`src/rtl/cp0_pkg.sv`:
```
// CP0 shared definitions: register addresses, exception codes and the
// bit positions used to assemble Status and Cause.
package cp0_pkg;

  // Register addresses, encoded as {rd[4:0], sel[2:0]}
  localparam logic [7:0] ADDR_BADVADDR = 8'h40;
  localparam logic [7:0] ADDR_COUNT    = 8'h48;
  localparam logic [7:0] ADDR_COMPARE  = 8'h58;
  localparam logic [7:0] ADDR_STATUS   = 8'h60;
  localparam logic [7:0] ADDR_CAUSE    = 8'h68;
  localparam logic [7:0] ADDR_EPC      = 8'h70;

  // Exception codes
  localparam logic [4:0] EXC_INT  = 5'h00;
  localparam logic [4:0] EXC_ADEL = 5'h04;
  localparam logic [4:0] EXC_ADES = 5'h05;
  localparam logic [4:0] EXC_SYS  = 5'h08;
  localparam logic [4:0] EXC_BP   = 5'h09;
  localparam logic [4:0] EXC_RI   = 5'h0a;
  localparam logic [4:0] EXC_OV   = 5'h0c;

  // Status bit positions
  localparam int STATUS_BEV   = 22;
  localparam int STATUS_IM_HI = 15;
  localparam int STATUS_IM_LO = 8;
  localparam int STATUS_EXL   = 1;
  localparam int STATUS_IE    = 0;

  // Cause bit positions
  localparam int CAUSE_BD     = 31;
  localparam int CAUSE_TI     = 30;
  localparam int CAUSE_IP_HI  = 15;
  localparam int CAUSE_IPHW_LO = 10;
  localparam int CAUSE_IPSW_HI = 9;
  localparam int CAUSE_IP_LO  = 8;
  localparam int CAUSE_EXC_HI = 6;
  localparam int CAUSE_EXC_LO = 2;

endpackage

```
`src/rtl/cp0_timer.sv`:
```
// CP0 timer: prescaler, free-running Count, Compare and the sticky timer
// interrupt flag TI.
module cp0_timer #(
  parameter int COUNT_DIV = 2
) (
  input  logic        clk,
  input  logic        reset,
  input  logic        count_we,
  input  logic        compare_we,
  input  logic [31:0] wdata,
  output logic [31:0] count,
  output logic [31:0] compare,
  output logic        ti
);

  localparam int DIV_W = (COUNT_DIV > 1) ? $clog2(COUNT_DIV) : 1;

  logic [DIV_W-1:0] div;
  logic             div_tick;

  // Count advances on the last cycle of each prescaler period
  assign div_tick = (div == DIV_W'(COUNT_DIV - 1));

  // Prescaler/Count/Compare/TI state; software writes beat hardware updates
  always_ff @(posedge clk) begin
    if (reset) begin
      div     <= '0;
      count   <= '0;
      compare <= '0;
      ti      <= 1'b0;
    end else begin
      if (count_we) begin
        count <= wdata;
        div   <= '0;
      end else if (div_tick) begin
        count <= count + 32'd1;
        div   <= '0;
      end else begin
        div <= div + 1'b1;
      end

      if (compare_we) begin
        compare <= wdata;
        ti      <= 1'b0;
      end else if (count == compare) begin
        ti <= 1'b1;
      end
    end
  end

endmodule

```
`src/rtl/cp0_core.sv`:
```
// CP0 core: Status/Cause/EPC/BadVAddr, exception and eret bookkeeping,
// interrupt sampling and request generation, optional timer.
module cp0_core
  import cp0_pkg::*;
#(
  parameter int N_EXT_INT = 6,
  parameter int COUNT_DIV = 2,
  parameter int HAS_TIMER = 1
) (
  input  logic                 clk,
  input  logic                 reset,
  input  logic                 wb_ex,
  input  logic                 wb_bd,
  input  logic [4:0]           wb_excode,
  input  logic [31:0]          wb_pc,
  input  logic [31:0]          wb_badvaddr,
  input  logic                 wb_eret,
  input  logic [N_EXT_INT-1:0] ext_int_in,
  input  logic [7:0]           cp0_addr,
  input  logic                 mtc0_we,
  input  logic [31:0]          cp0_wdata,
  output logic [31:0]          cp0_rdata,
  output logic [31:0]          cp0_epc,
  output logic [31:0]          cp0_status,
  output logic [31:0]          cp0_cause,
  output logic                 int_req
);

  logic [7:0]           im;
  logic                 exl;
  logic                 ie;
  logic                 bd;
  logic [1:0]           ip_sw;
  logic [4:0]           exccode;
  logic [31:0]          epc;
  logic [31:0]          badvaddr;
  logic [N_EXT_INT-1:0] int_sample;
  logic [5:0]           ip_hw;
  logic [31:0]          count;
  logic [31:0]          compare;
  logic                 ti;
  logic                 sw_we;
  logic                 count_we;
  logic                 compare_we;

  // Software writes lose to any exception or eret in the same cycle
  assign sw_we      = mtc0_we & ~wb_ex & ~wb_eret;
  assign count_we   = sw_we & (cp0_addr == ADDR_COUNT);
  assign compare_we = sw_we & (cp0_addr == ADDR_COMPARE);

  if (HAS_TIMER != 0) begin : g_timer
    cp0_timer #(
      .COUNT_DIV (COUNT_DIV)
    ) u_timer (
      .clk        (clk),
      .reset      (reset),
      .count_we   (count_we),
      .compare_we (compare_we),
      .wdata      (cp0_wdata),
      .count      (count),
      .compare    (compare),
      .ti         (ti)
    );
  end else begin : g_no_timer
    assign count   = '0;
    assign compare = '0;
    assign ti      = 1'b0;
  end

  // Hardware IP bits: sampled lines, with the timer folded into IP[7]
  always_comb begin
    ip_hw                = '0;
    ip_hw[N_EXT_INT-1:0] = int_sample;
    ip_hw[5]             = ip_hw[5] | ti;
  end

  // Assemble Status and Cause from their implemented fields
  always_comb begin
    cp0_status                            = '0;
    cp0_status[STATUS_BEV]                = 1'b1;
    cp0_status[STATUS_IM_HI:STATUS_IM_LO] = im;
    cp0_status[STATUS_EXL]                = exl;
    cp0_status[STATUS_IE]                 = ie;

    cp0_cause                              = '0;
    cp0_cause[CAUSE_BD]                    = bd;
    cp0_cause[CAUSE_TI]                    = ti;
    cp0_cause[CAUSE_IP_HI:CAUSE_IPHW_LO]   = ip_hw;
    cp0_cause[CAUSE_IPSW_HI:CAUSE_IP_LO]   = ip_sw;
    cp0_cause[CAUSE_EXC_HI:CAUSE_EXC_LO]   = exccode;
  end

  assign cp0_epc = epc;

  assign int_req = ie & ~exl &
                   (|(cp0_cause[CAUSE_IP_HI:CAUSE_IP_LO] &
                      cp0_status[STATUS_IM_HI:STATUS_IM_LO]));

  // Read mux sees pre-write state; unmapped addresses return zero
  always_comb begin
    cp0_rdata = '0;
    case (cp0_addr)
      ADDR_BADVADDR: cp0_rdata = badvaddr;
      ADDR_COUNT:    cp0_rdata = count;
      ADDR_COMPARE:  cp0_rdata = compare;
      ADDR_STATUS:   cp0_rdata = cp0_status;
      ADDR_CAUSE:    cp0_rdata = cp0_cause;
      ADDR_EPC:      cp0_rdata = epc;
      default:       cp0_rdata = '0;
    endcase
  end

  // Register updates: exception, then eret, then software write
  always_ff @(posedge clk) begin
    if (reset) begin
      im         <= '0;
      exl        <= 1'b0;
      ie         <= 1'b0;
      bd         <= 1'b0;
      ip_sw      <= '0;
      exccode    <= '0;
      epc        <= '0;
      badvaddr   <= '0;
      int_sample <= '0;
    end else begin
      int_sample <= ext_int_in;
      if (wb_ex) begin
        exl     <= 1'b1;
        exccode <= wb_excode;
        if (!exl) begin
          epc <= wb_bd ? (wb_pc - 32'd4) : wb_pc;
          bd  <= wb_bd;
        end
        if (wb_excode == EXC_ADEL || wb_excode == EXC_ADES) begin
          badvaddr <= wb_badvaddr;
        end
      end else if (wb_eret) begin
        exl <= 1'b0;
      end else if (mtc0_we) begin
        case (cp0_addr)
          ADDR_STATUS: begin
            im  <= cp0_wdata[STATUS_IM_HI:STATUS_IM_LO];
            exl <= cp0_wdata[STATUS_EXL];
            ie  <= cp0_wdata[STATUS_IE];
          end
          ADDR_CAUSE: ip_sw <= cp0_wdata[CAUSE_IPSW_HI:CAUSE_IP_LO];
          ADDR_EPC:   epc   <= cp0_wdata;
          default: ;
        endcase
      end
    end
  end

endmodule

```
`config.mk`:
```
export PLATFORM = sky130hd
export DESIGN_NAME = cp0_core
export DESIGN_NICKNAME = d
export VERILOG_FILES = /design/src/rtl/cp0_pkg.sv /design/src/rtl/cp0_timer.sv /design/src/rtl/cp0_core.sv
export SDC_FILE = /design/constraint.sdc
export NUM_CORES = 1
export LEC_CHECK = 0
export CORE_MARGIN = 2
export CORE_UTILIZATION = 34
export CTS_BUF_LIST = sky130_fd_sc_hd__clkbuf_8 sky130_fd_sc_hd__clkbuf_16
export DETAILED_ROUTE_END_ITERATION = 12
export RECOVER_POWER = 50
export SLEW_MARGIN = 20
export SYNTH_ARGS = -nofsm -noshare
export SYNTH_HDL_FRONTEND = slang
export SYNTH_SLANG_ARGS = --single-unit
```
`constraint.sdc`:
```
create_clock -name clk -period 5.55 [get_ports clk]
set_input_delay 1.665 -clock clk [delete_from_list [all_inputs] [get_ports clk]]
set_output_delay 1.665 -clock clk [all_outputs]
set_load 0.05 [all_outputs]
```
# Yosys cells after proc, flatten, opt, wreduce, memory -nomap -nowiden
# Index checks and enable logic that the tools add are counted.
[totals] reg_bits=154 in_bits=121 wordCells=66
[classes] n_eq_ne=11 n_bitwise=11 reduce_logical=15 addsub=3 muxes=13
[ops] op="$mux W32" count=8
[ops] op="$pmux W32 S6" count=1
[ops] op="$eq A8 B7 Y1 const B" count=6
[ops] op="$add A32 B1 Y32 const B" count=1
[ops] op="$eq A32 B32 Y1" count=1
[ops] op="$sub A32 B3 Y32 const B" count=1
[ops] op="$reduce_and A4 Y1" count=3
[ops] op="$eq A5 B3 Y1 const B" count=2
[ops] op="$and A8 B8 Y8" count=1
[ops] op="$reduce_or A8 Y1" count=1
[ops] op="$and A1 B1 Y1" count=6
[ops] op="$reduce_and A2 Y1" count=3
[ops] op="$reduce_bool A2 Y1" count=3
[ops] op="$reduce_bool A3 Y1" count=2
[ops] op="$mux W1" count=4
[ops] op="$ne A2 B2 Y1 const B" count=2
[ops] op="$not A1 Y1" count=3
[ops] op="$reduce_or A3 Y1" count=1
[ops] op="$reduce_or A2 Y1" count=1
[ops] op="$add A1 B1 Y1 const B" count=1
[ops] op="$logic_or A1 B1 Y1" count=1
[ops] op="$or A1 B1 Y1" count=1

# Logic depth before layout (Yosys ltp)
[logic_depth] ltp_word=5 mapped_depth=8

# Hierarchy
# From an unflattened synthesis, not the netlist that was laid out.
[unflattened] hier_cells=1057 hier_area_um2=8685.8
[modules_own_cells] module="cp0_core" area_each_um2=5420.2 n_inst=1 cells_each=692
[modules_own_cells] module="cp0_timer" area_each_um2=3265.6 n_inst=1 cells_each=365

# Worst setup path before layout
# OpenSTA, ideal clock, no wires.
[synth_timing] kind="input-to-output" from="in cp0_addr[4]" to="out cp0_rdata[30]" setup_slack_ns=-0.235 stages=5 t_required_ns=3.885 arrival_time_ns=4.120 cell_sequence="clkbuf_1 -> or4b_2 -> or2_2 -> clkbuf_1 -> o21ai_0"
[synth_between] elab_chain_len=2 word_cells_on_any_way=7
[synth_rtl] element="start, declared" line_no="cp0_core.sv:19" source="input logic [7:0] cp0_addr,"
[synth_rtl] element="$eq A8 B7 Y1" line_no="cp0_core.sv:102" source="case (cp0_addr)"
[synth_rtl] element="$pmux W32 S6 (*)" line_no="cp0_core.sv:102"
[synth_rtl] element="end, declared" line_no="cp0_core.sv:22" source="output logic [31:0] cp0_rdata,"
# Mark *: on every way between the ends. The rest lies on a longest branch, timed or not.

# Worst setup path in the final report
[layout_timing] from="in cp0_addr[2]" to="out cp0_rdata[31]"
# Same word-level chain as after synthesis.

==> flow_summary.toml <==
[global_routing]
overflow = 0
grt_max_degree = 56
grt_usage_pct = 24.0
grt_pass1_wl_mm = 48.9
grt_antenna_before_repair = 2
grt_pass1_vias = 8382

[route]
drc_errors = 0
vias = 8845
drt_iter0_markers = 882
drt_pass1_iterations = 6
drt_wl_total_mm = 33.4
routedWlPerCell_um = 20.9
ant_nets = 0
viasPerCell = 5.55

[logic_synthesis]
yosys_warnings = 0
ys_top_cells_by_count = "154 x dfxtp_1, 135 x nand2_1, 111 x nor2_1"
ys_seq_elements = 154
synth_top_area_share_pct = 35.0
synth_cell_types = 66
synth.most_common_cell = "dfxtp_1"
yosysTopAreaCell = "dfxtp_1"
synth-main-ff-cell = "dfxtp_1"
ys_seq_area_share_pct = 35.0
netlist_area_um2 = 8820
syn-mean-instance-area_um2 = 8.08
synthCells = 1091
synthTopCellsByArea = "dfxtp_1 35%, xnor2_1 5.8%, nand2_1 5.7%"
synth-edff-count = 0
async_flop_share_pct = 0

[power_and_ir_drop]
p_per_area_nw_per_um2 = 248
internal-power_w = 0.00215
p_leak_nw = 4.32
power_w = 0.00297
pwr-share-clk_pct = 44.7
swShare_pct = 27.4
switchingPower_w = 0.000812
seq_power_share_pct = 39.6
peakVddDrop_uv = 187
combPwrFrac_pct = 15.7

[worst_setup_path]
max_stage_delay_ns = 0.73
crit_buf_inv = 2
critical_path.slowest_cell = "or4b_2"
crit_type = "in -> out"
crit_chain = "clkdlybuf4s50_1 > or4b_2 > or2_2 > nor2_1 > a221o_1 > buf_12"
arrival_ns = 3.82
critPathTopFamily = "simple AND/OR/NAND/NOR gates"
worst-path-max-fanout = 9
worst_setup_path_start_kind = "input pin"
end_kind = "output port"
crit_required_ns = 3.88

[timing]
skew_ns = 0.00711
hold_slack_ns = 0.461
min_period_over_period_pct = 98.8
maxSlewHeadroom_pct = -70.9
finalSetupViolCount = 0
rsz0062_at_grt = "no"
fin_setup_tns_ns = 0
tightest_slew_ns = 2.56
period_needed_ns = 5.48
final_hold_viol_count = 0
clock.fmax_ghz = 0.182
drv_slew = 104

[floorplan]
rows = 58
dieArea_um2 = 27200
io_pins = 250
fp.dieW_um = 165
coreArea_um2 = 25300
dieHeight_um = 165
start_util_pct = 34.8

[clock_tree]
clock_sinks = 154
cts_tree = "done"
htree_levels = 4
clkTransAtPathRegs_ns = 0.06
root_buffer = "clkbuf_16"
clk_path_buf_depth = 2
clk-insertion-delay-late_ns = 0.42
cts_inserted_buffers = 17
cts_hold_buf = 0

[place]
gp_congestion = 0.927
numPortBuffers = 210
dp_hpwl_mm = 25.5
postPlaceCellArea_um2 = 11300

[final_layout]
stdcell_area_um2 = 12000
final_util_pct = 47.3
syn2layout_area_growth_pct = 35.8
layout-drive-gt1-share_pct = 10.1
fillCellCount = 2538
final_nets = 1375

[run_status]
status = "finished, violations left"
violations = "capacitance limit, slew limit"

[flow_run]
maxCapViolCount = 2

[worst_hold_path]
hold_class = "reg -> reg"
==> tightest hold or removal path: stages, from the launching register on <==
cell and delay [ns]:
dfxtp_1 0.31, nand2_1 0.05, a21oi_1 0.05
==> path summary, 6_finish.rpt <==
check | from | end | slack (ns) | cells past startpoint
setup / recovery | cp0_addr[2] | cp0_rdata[31] | 0.07 | 6
setup reg to reg | g_timer.u_timer.count[0] | g_timer.u_timer.count[28] | 3.20 | 6
hold / removal | badvaddr[15] | badvaddr[15] | 0.46 | 2
hold reg to reg | badvaddr[15] | badvaddr[15] | 0.46 | 2
==> registers in the layout (all words and copies together) (netlist names), 2 cells and up <==
register                 flops
im                           8
ip_sw                        2
exccode                      5
g_timer.u_timer.compare     32
int_sample                   6
badvaddr                    32
g_timer.u_timer.count       32
cp0_epc                     32
==> metrics by stage <==
stage / instances / setup WS, ns
after global placement: 1563 / 0.107
after CTS: 1594 / 0.0633
after floorplan: 1128 / 0.145
final: 1595 / 0.0667
after detailed placement: 1563 / 0.0678
after global routing: 1595 / 0.0206
==> layout by cell type, fill, tap and decap left out, types with 11 or more instances in the layout <==
cell type,count
inv_1,19
buf_12,34
xnor2_1,58
a221o_1,22
a21oi_1,95
nor3_1,25
nand2_1,135
buf_4,24
a22oi_1,22
conb_1,39
clkbuf_16,17
dlygate4sd3_1,57
dfxtp_1,154
mux2i_1,26
clkdlybuf4s50_1,119
nand4_1,28
a211oi_1,37
nand3_1,45
nor4_1,12
xor2_1,27
nor2_1,110
and3_1,11
==> kinds of logic (layout without fill, tap and decap cells) <==
logic type,count (synthesis),in the layout,synth area share (%)
AND/OR/NAND/NOR,416,416,22.7
XOR/XNOR,85,85,8.44
adder cells (fa/ha/maj),2,2,0.284
buffers and inverters,153,289,8.84
multiplexers,40,40,5.63
other,2,40,0.0852
AO/OA/AOI/OAI,239,239,19.0
flip-flops,154,154,35.0
==> power by group through the flow <==
stage | sequential (W) | clock [W] | combinational, W
global placement | 0.00120 | 0 | 0.000469
floorplan | 0.00124 | 0 | 0.000233
finish | 0.00117 | 0.00133 | 0.000465
global route | 0.00118 | 0.00138 | 0.000492
detailed placement | 0.00120 | 0 | 0.000472
CTS | 0.00118 | 0.00134 | 0.000474
==> per-layer routing <==
metal  GRT usage [%]  routed length, µm  share of wire [%]
met1            30.2              13700                 41
met2            40.1              16000                 48
met3            4.35               2210                6.6
met4            10.6               1400                4.2
met5               0                 13              0.039
==> timing repair <==
item,in CTS,in global routing
setup buffers,0,0
endpoints found under the hold margin,0,0
setup endpoints to repair,0,14
resized for setup,0,1
==> cell type report <==
cell class	instances	area [µm²]	area share (%)
Tap cell	330	413	3.45
Inverter	18	67.6	0.564
Clock inverter	13	225	1.88
Timing Repair Buffer	240	2650	22.1
Sequential cell	154	3080	25.7
Antenna cell	1	2.50	0.0209
Multi-Input combinational cell	821	5100	42.6
Clock buffer	18	439	3.67
Power figures use the tool's default switching activity.
